### config.mk
export PLATFORM = sky130hd
export DESIGN_NAME = alu_arbiter
export DESIGN_NICKNAME = d
export VERILOG_FILES = /design/src/rtl/alu_arbiter.sv
export SDC_FILE = /design/constraint.sdc
export NUM_CORES = 1
export LEC_CHECK = 0
export CORE_MARGIN = 2
export CORE_UTILIZATION = 30
export CTS_BUF_LIST = sky130_fd_sc_hd__clkbuf_16
export CTS_CLUSTER_SIZE = 25
export DETAILED_ROUTE_END_ITERATION = 10
export HOLD_SLACK_MARGIN = 0.06
export PLACE_DENSITY = 0.75
export SLEW_MARGIN = 20
export SYNTH_ARGS = -nofsm -noshare
export SYNTH_HDL_FRONTEND = slang
export SYNTH_SLANG_ARGS = --single-unit
### constraint.sdc
create_clock -name CLK -period 2.03 [get_ports CLK]
set_input_delay 0.406 -clock CLK [delete_from_list [all_inputs] [get_ports CLK]]
set_output_delay 0.406 -clock CLK [all_outputs]
set_load 0.005 [all_outputs]
### src/rtl/alu_arbiter.sv
// Two-requester sequencer for a shared combinational ALU: arbitrates, holds ALU inputs for a
// per-opcode settle time, and returns a registered result. Optional: ALU_ARB_ROUND_ROBIN_EN.
module alu_arbiter #(
    parameter int MUL_CYCLES  = 4,
    parameter int BASE_CYCLES = 1
) (
    input  logic        CLK,
    input  logic        RST,
    input  logic        REQ0,
    input  logic        REQ1,
    input  logic [31:0] OP1_0,
    input  logic [31:0] OP2_0,
    input  logic [5:0]  OPRN_0,
    input  logic [31:0] OP1_1,
    input  logic [31:0] OP2_1,
    input  logic [5:0]  OPRN_1,
    output logic        ACK0,
    output logic        ACK1,
    output logic        DONE0,
    output logic        DONE1,
    output logic [31:0] RESULT,
    output logic        RESULT_ZERO,
    output logic        BUSY,
    output logic [31:0] ALU_OP1,
    output logic [31:0] ALU_OP2,
    output logic [5:0]  ALU_OPRN,
    input  logic [31:0] ALU_OUT,
    input  logic        ALU_ZERO
);

    typedef enum logic [0:0] {
        ST_IDLE = 1'b0,
        ST_EXEC = 1'b1
    } state_t;

    // Counter load values are settle cycles minus one: the grant edge itself is the first cycle.
    localparam logic [3:0] MUL_LOAD  = 4'(MUL_CYCLES - 1);
    localparam logic [3:0] BASE_LOAD = 4'(BASE_CYCLES - 1);
    localparam logic [5:0] OPRN_MUL  = 6'h03;

    state_t      state_r, state_s;
    logic [3:0]  cnt_r, cnt_s;
    logic        last_r, last_s;
    logic        owner_r, owner_s;
    logic        ack0_r, ack0_s, ack1_r, ack1_s;
    logic        done0_r, done0_s, done1_r, done1_s;
    logic [31:0] result_r, result_s;
    logic        zero_r, zero_s;
    logic [31:0] alu_op1_r, alu_op1_s, alu_op2_r, alu_op2_s;
    logic [5:0]  alu_oprn_r, alu_oprn_s;
    logic        grant1_s;
    logic [5:0]  sel_oprn_s;

    // Winner selection: requester 1 wins alone, or on a tie when round-robin favours it.
    always_comb begin
        grant1_s = 1'b0;
`ifdef ALU_ARB_ROUND_ROBIN_EN
        if (REQ1 && (!REQ0 || !last_r)) begin
            grant1_s = 1'b1;
        end else begin
            grant1_s = 1'b0;
        end
`else
        if (REQ1 && !REQ0) begin
            grant1_s = 1'b1;
        end else begin
            grant1_s = 1'b0;
        end
`endif
        if (grant1_s) begin
            sel_oprn_s = OPRN_1;
        end else begin
            sel_oprn_s = OPRN_0;
        end
    end

    // Next-state and next-output logic for the IDLE/EXEC sequencer.
    always_comb begin
        state_s    = state_r;
        cnt_s      = cnt_r;
        last_s     = last_r;
        owner_s    = owner_r;
        ack0_s     = 1'b0;
        ack1_s     = 1'b0;
        done0_s    = 1'b0;
        done1_s    = 1'b0;
        result_s   = result_r;
        zero_s     = zero_r;
        alu_op1_s  = alu_op1_r;
        alu_op2_s  = alu_op2_r;
        alu_oprn_s = alu_oprn_r;
        case (state_r)
            ST_IDLE: begin
                if (REQ0 || REQ1) begin
                    owner_s    = grant1_s;
                    last_s     = grant1_s;
                    alu_oprn_s = sel_oprn_s;
                    state_s    = ST_EXEC;
                    if (sel_oprn_s == OPRN_MUL) begin
                        cnt_s = MUL_LOAD;
                    end else begin
                        cnt_s = BASE_LOAD;
                    end
                    if (grant1_s) begin
                        alu_op1_s = OP1_1;
                        alu_op2_s = OP2_1;
                        ack1_s    = 1'b1;
                    end else begin
                        alu_op1_s = OP1_0;
                        alu_op2_s = OP2_0;
                        ack0_s    = 1'b1;
                    end
                end else begin
                    state_s = ST_IDLE;
                end
            end
            ST_EXEC: begin
                if (cnt_r != 4'd0) begin
                    cnt_s = cnt_r - 4'd1;
                end else begin
                    result_s = ALU_OUT;
                    zero_s   = ALU_ZERO;
                    state_s  = ST_IDLE;
                    if (owner_r) begin
                        done1_s = 1'b1;
                    end else begin
                        done0_s = 1'b1;
                    end
                end
            end
            default: begin
                state_s = ST_IDLE;
                cnt_s   = 4'd0;
            end
        endcase
    end

    // State and output registers; reset drops any operation in flight.
    always_ff @(posedge CLK or negedge RST) begin
        if (!RST) begin
            state_r    <= ST_IDLE;
            cnt_r      <= 4'd0;
            last_r     <= 1'b1;
            owner_r    <= 1'b0;
            ack0_r     <= 1'b0;
            ack1_r     <= 1'b0;
            done0_r    <= 1'b0;
            done1_r    <= 1'b0;
            result_r   <= 32'd0;
            zero_r     <= 1'b0;
            alu_op1_r  <= 32'd0;
            alu_op2_r  <= 32'd0;
            alu_oprn_r <= 6'd0;
        end else begin
            state_r    <= state_s;
            cnt_r      <= cnt_s;
            last_r     <= last_s;
            owner_r    <= owner_s;
            ack0_r     <= ack0_s;
            ack1_r     <= ack1_s;
            done0_r    <= done0_s;
            done1_r    <= done1_s;
            result_r   <= result_s;
            zero_r     <= zero_s;
            alu_op1_r  <= alu_op1_s;
            alu_op2_r  <= alu_op2_s;
            alu_oprn_r <= alu_oprn_s;
        end
    end

    assign ACK0        = ack0_r;
    assign ACK1        = ack1_r;
    assign DONE0       = done0_r;
    assign DONE1       = done1_r;
    assign RESULT      = result_r;
    assign RESULT_ZERO = zero_r;
    assign BUSY        = (state_r == ST_EXEC);
    assign ALU_OP1     = alu_op1_r;
    assign ALU_OP2     = alu_op2_r;
    assign ALU_OPRN    = alu_oprn_r;

endmodule
==> impl_results.md, run 1 <==
* Yosys top cell area share at 59.7%
* FFs w/ async S/R, synth at 100%
* Slowest Stage Delay on Critical Path at 0.57 ns
* Area of the multi-input gates at 1760 um2
* Vias in the first global route at 4665
* Routed Antenna Nets at 0
* RSZ-0062 raised after global routing: no
* CP delay by family, top: buffers and inverters
* Instance area at placement at 7840 um2
* Clk buf depth at 2
* Largest net degree at the start of global routing at 61
* 1st-pass router iterations at 4
* CTS tree: yes
* Worst-Margin Slew at 0.644 ns
* # IOs at 285
* Max Used Layer: met4
* Nature of the critical path endpoint: output port
* Number of synthesized flops with an enable pin at 0
* Ranking of synthesized cells by area: dfrtp_1 (60%), a22oi_1 (11%), mux2_2 (8.1%), o21ai_0 (7.7%), nand2_1 (5.8%)
* P per Cell Area at 1350 nW/um2
* Initial antenna violation count at 0
* Final setup margin at 0.165 ns
* Global Route Usage Sum at 18.6%
* Initial core utilization at 30.9%
* Worst Path Buf+Inv at 1
* Mapped Area at 4740 um2
* Hold Startpoint: REQ0
* Area leader, netlist: dfrtp_1
* Residual DRC count at 0
* Die ar. at 16800 um2
* Hold Path Class: in -> reg
* Sequential fraction of the synthesis area at 59.7%
* Fmax at 536 MHz
* CP Cell Sequence: clkdlybuf4s50_1
* Fillcell total at 1320
* DRT met1 WL at 6080 um
* Met3 wire len at 1470 um
* # rows at 45
* Metal2 WL at 7780 um
* Worst r2r src: cnt_r[0]
* Routability congestion estimate at 0.810
* Post-synthesis cell count at 431
* DRT Wirelength at 15600 um
* CTS buffer count at 17
* CTS Sinks at 113
* CP Class: reg -> out
* Min Tclk post-route at 1.87 ns
* Final Skew at 0.00933 ns
* Global-route wire length before repair at 24000 um
* Leakage dissipation at 3.47 nW
* # Post-CTS Setup Buffers at 0
* Reg2Reg Setup Slack at 0.18 ns
* Die outline width at 130 um
* Worst setup SP type: flip-flop
* Vias per std cell at 4.79
* Setup crit start: BUSY
* H-tree depth at 4
* Layout cells sized above 1 at 11.5%
* Outcome: complete, no violations
* Total congestion overflow at 0
* Synth top cells by count: dfrtp_1 (113), nand2_1 (73), o21ai_0 (73), a22oi_1 (70), mux2_2 (34)
* CP max FO at 11
* Max cap viols at 0
* Routed via count at 4483
* WP data required at 1.62 ns
* DPL Wire Length at 11700 um
* Syn nets at 609
* Synth warn at 0
* Pre-CTS WS at 0.0819 ns
* Total core area at 15300 um2
* Diodes inserted at 0
* Clock transition at the registers of the reported paths at 0.05 ns
* Count of input and output buffers at 284
* Clock latency on the worst-skew pair at 0.42 ns
* Mapped Avg Cell Area at 11.0 um2
* Fin crit share at 91.9%
* Rel. slew slack at 57.1%
* Hold Fails Final Rpt at 0
* Setup Viol. Count Final at 0
* Fin. max-slew vios at 0
* Root buffer cell: clkbuf_16
* Final Cell Area at 8400 um2
* Synth Flop Type: dfrtp_1
* Setup TNS Final at 0 ns
* Overall Power at 11.3 mW
* Peak VDD IR at 0.638 mV
* CP arrival at 1.46 ns
* DR WL/cell at 16.7 um
* #FFs+latches synth at 113
* Reg area at 2830 um2
* Area delta synth->final at 77.3%
* Yosys cell types at 26
* Slowest cell on the critical path: clkdlybuf4s50_1
* Die H at 130 um
* Most frequent cell after synthesis: dfrtp_1
* Nets at 889
* 1st-iter DRT viols at 179
## layer usage
| metal | track usage [%] | vias to the layer above |
|---|---|---|
| li1 | - | 2108 |
| met1 | 21.3 | 2130 |
| met2 | 31.8 | 218 |
| met3 | 7.27 | 27 |
| met4 | 6.45 | 0 |
| met5 | 0 | - |
## state kept, by name, summed over array words and instances (netlist names)
register,count
ALU_OP1,32
ALU_OP2,32
RESULT,32
ALU_OPRN,6
cnt_r,4
ACK0,1
ACK1,1
BUSY,1
DONE0,1
DONE1,1
RESULT_ZERO,1
owner_r,1
## cells by family after synthesis
kind of cell	after synthesis	synth area share, %
fa+ha+maj	1	0.264
buf+inv	41	3.65
flops	113	59.7
compound gates	147	19.6
simple gates	95	8.69
mux	34	8.08
## cells in the final DEF, fill, tap and decap left out, drive strengths merged, types with 5 or more instances in the layout
cell and count:
clkdlybuf4s50 282, dfrtp 113, nand2 73, o21ai 73, a22oi 70, mux2 34, clkbuf 17, buf 15
clkinv 9, inv 5
## stage by stage
stage	instances	util (%)	hold WS, ns
detailed placement	902	51.2	0.435
finish	935	54.8	0.375
CTS	935	54.8	0.368
global route	935	54.8	0.382
global placement	902	51.2	0.422
floorplan	431	-	0.110
## path summary, 6_finish.rpt
path / cells past startpoint / endpoint
worst max register to register: 5 / RESULT[12]
min in group asynchronous: 3 / DONE0
max in group asynchronous: 3 / ALU_OP2[1]
worst min register to register: 1 / DONE1
worst min-delay path: 2 / ACK0
worst max-delay path: 1 / BUSY
## final cells by class
type	count	area share [%]
repair buffers	298	35.5
clock inverters	15	1.50
inverters	4	0.179
multi-input cells	277	20.9
flip-flops and latches	113	33.7
well taps	211	3.14
clock buffers	17	5.06
## what timing repair did
item,CTS,global route
resized for setup,0,0
hold buffers,1,0
endpoints found under the hold margin,60,0
## power by group
part	internal, mW	switching [mW]	leakage [nW]
logic	2.90	1.71	1.82
clock network	1.76	1.02	0.269
registers	3.33	0.607	1.39
total	7.99	3.33	3.47
Power figures use the tool's default switching activity.
==> run 2, diff against run 1 <==
--- a/config.mk
+++ b/config.mk
@@ -6,12 +6,12 @@
 export NUM_CORES = 1
 export LEC_CHECK = 0
 export CORE_MARGIN = 2
-export CORE_UTILIZATION = 30
+export CORE_UTILIZATION = 38
 export CTS_BUF_LIST = sky130_fd_sc_hd__clkbuf_16
 export CTS_CLUSTER_SIZE = 25
 export DETAILED_ROUTE_END_ITERATION = 10
 export HOLD_SLACK_MARGIN = 0.06
-export PLACE_DENSITY = 0.75
+export PLACE_DENSITY_LB_ADDON = 0.05
 export SLEW_MARGIN = 20
 export SYNTH_ARGS = -nofsm -noshare
 export SYNTH_HDL_FRONTEND = slang
==> run 2 against run 1 <==
Effect of this change: via count is 0.89% higher; non-clock buffer count is 1 higher; largest cell class unchanged; register-to-register slack hardly changed; sequential share of layout area stayed put; critical path type is now reg -> reg.
==> impl_results.md, run 2 (synthesis gave the netlist of run 1 again) <==
* WP data required at 2.32 ns
* Worst setup SP type: flip-flop
* Die outline width at 116 um
* Global Route Usage Sum at 23.0%
* Clk buf depth at 2
* # Post-CTS Setup Buffers at 0
* CP max FO at 35
* Post-CTS Resized at 0
* H-tree depth at 4
* Setup TNS Final at 0 ns
* Min Tclk post-route at 1.86 ns
* Nature of the critical path endpoint: flip-flop
* CTS tree: yes
* DRT Wirelength at 15300 um
* Die ar. at 13400 um2
* Fin. max-slew vios at 0
* Pre-CTS WS at 0.0730 ns
* Routed via count at 4523
* Final Non-Filler Cells at 892
* Final Util at 69.3%
* Slowest cell on the critical path: nor4bb_4
* DP Cell Count at 860
* Final Skew at 0.00966 ns
* 1st-iter DRT viols at 261
* Leakage dissipation at 3.50 nW
* Final setup margin at 0.168 ns
* Fin crit share at 91.7%
* 1st-pass router iterations at 4
* # IOs at 285
* Global-route wire length before repair at 23500 um
* Clock latency on the worst-skew pair at 0.40 ns
* RSZ-0062 raised after global routing: no
* Worst reg2reg path depth at 5
* Total core area at 12100 um2
* Largest net degree at the start of global routing at 47
* Die H at 116 um
* CP Class: reg -> reg
* Setup Viol. Count Final at 0
* Worst-Margin Slew at 0.534 ns
* Routed Antenna Nets at 0
* Routability congestion estimate at 0.845
* DR WL/cell at 17.2 um
* Hold Fails Final Rpt at 0
* P per Cell Area at 1360 nW/um2
* Initial core utilization at 39.1%
* Worst hold slack at 0.435 ns
* Overall Power at 11.4 mW
* Layout cells sized above 1 at 11.7%
* Rel. slew slack at 64.4%
* # rows at 40
* Hold Path Stages at 3
* Hold Path Class: in -> reg
* Slowest Stage Delay on Critical Path at 0.43 ns
* Vias in the first global route at 4729
* Root buffer cell: clkbuf_16
* DPL Wire Length at 11200 um
* Fillcell total at 956
* Peak VDD IR at 0.561 mV
* CTS Hold Bufs at 1
* Initial antenna violation count at 0
* Nets at 890
* Instance area at placement at 7820 um2
* Vias per std cell at 5.07
* Outcome: complete, no violations
* Total congestion overflow at 0
* Residual DRC count at 0
* Commonest cells after routing, fill and taps aside: clkdlybuf4s50_1 (282), dfrtp_1 (112), nand2_1 (73), o21ai_0 (73), a22oi_1 (70)
* Area delta synth->final at 77.3%
* Commonest non-fill, non-tap cell in the layout: clkdlybuf4s50_1
* Max cap viols at 0
* CTS Sinks at 113
* Count of input and output buffers at 284
* Diodes inserted at 0
* Fmax at 537 MHz
* Final Cell Area at 8400 um2
* CP Cell Sequence: inv_1 > ha_1 > nor4bb_4 > buf_12 > mux2_2
* CTS buffer count at 17
* Clock transition at the registers of the reported paths at 0.05 ns
* CP arrival at 2.15 ns
run 2: critical path, delay by kind of cell, from the launching register on:
family                     cells  cell delay (ns)
and+or+nand+nor                1             0.43
DFF                            1             0.40
adders and majority gates      1             0.21
muxes                          1             0.36
buffers and inverters          2             0.34
run 2: area by class of cell:
type,instances,area (um2),area share [%]
repair buffers,299,3010,35.9
flip-flops and latches,113,2830,33.7
multi-input cells,277,1760,20.9
clock buffers,17,425,5.06
well taps,168,210,2.50
clock inverters,14,148,1.76
inverters,4,15.0,0.179
run 2: worst paths after layout:
kind	startpoint	to	slack [ns]
hold reg to reg	ALU_OP2[7]	ALU_OP2[7]	0.48
min in group asynchronous	RST	RESULT[30]	0.52
max in group asynchronous	RST	BUSY	0.85
setup reg to reg	cnt_r[0]	RESULT[29]	0.17
setup / recovery	cnt_r[0]	RESULT[29]	0.17
hold / removal	REQ0	ACK1	0.44
run 2: layer usage:
metal / GRT usage (%) / part of all wire [%] / up-vias
li1: - / - / 2111
met1: 25.7 / 37 / 2189
met2: 40.2 / 50 / 193
met3: 8.47 / 9.7 / 30
met4: 8.81 / 2.5 / 0
met5: 0 / 0 / -
run 2: where the power goes:
group	internal [mW]	switching (mW)	total, mW	leakage [nW]
sequential	3.33	0.593	3.92	1.39
clock	1.89	0.997	2.89	0.284
combinational	2.90	1.71	4.61	1.83
total	8.12	3.30	11.4	3.50
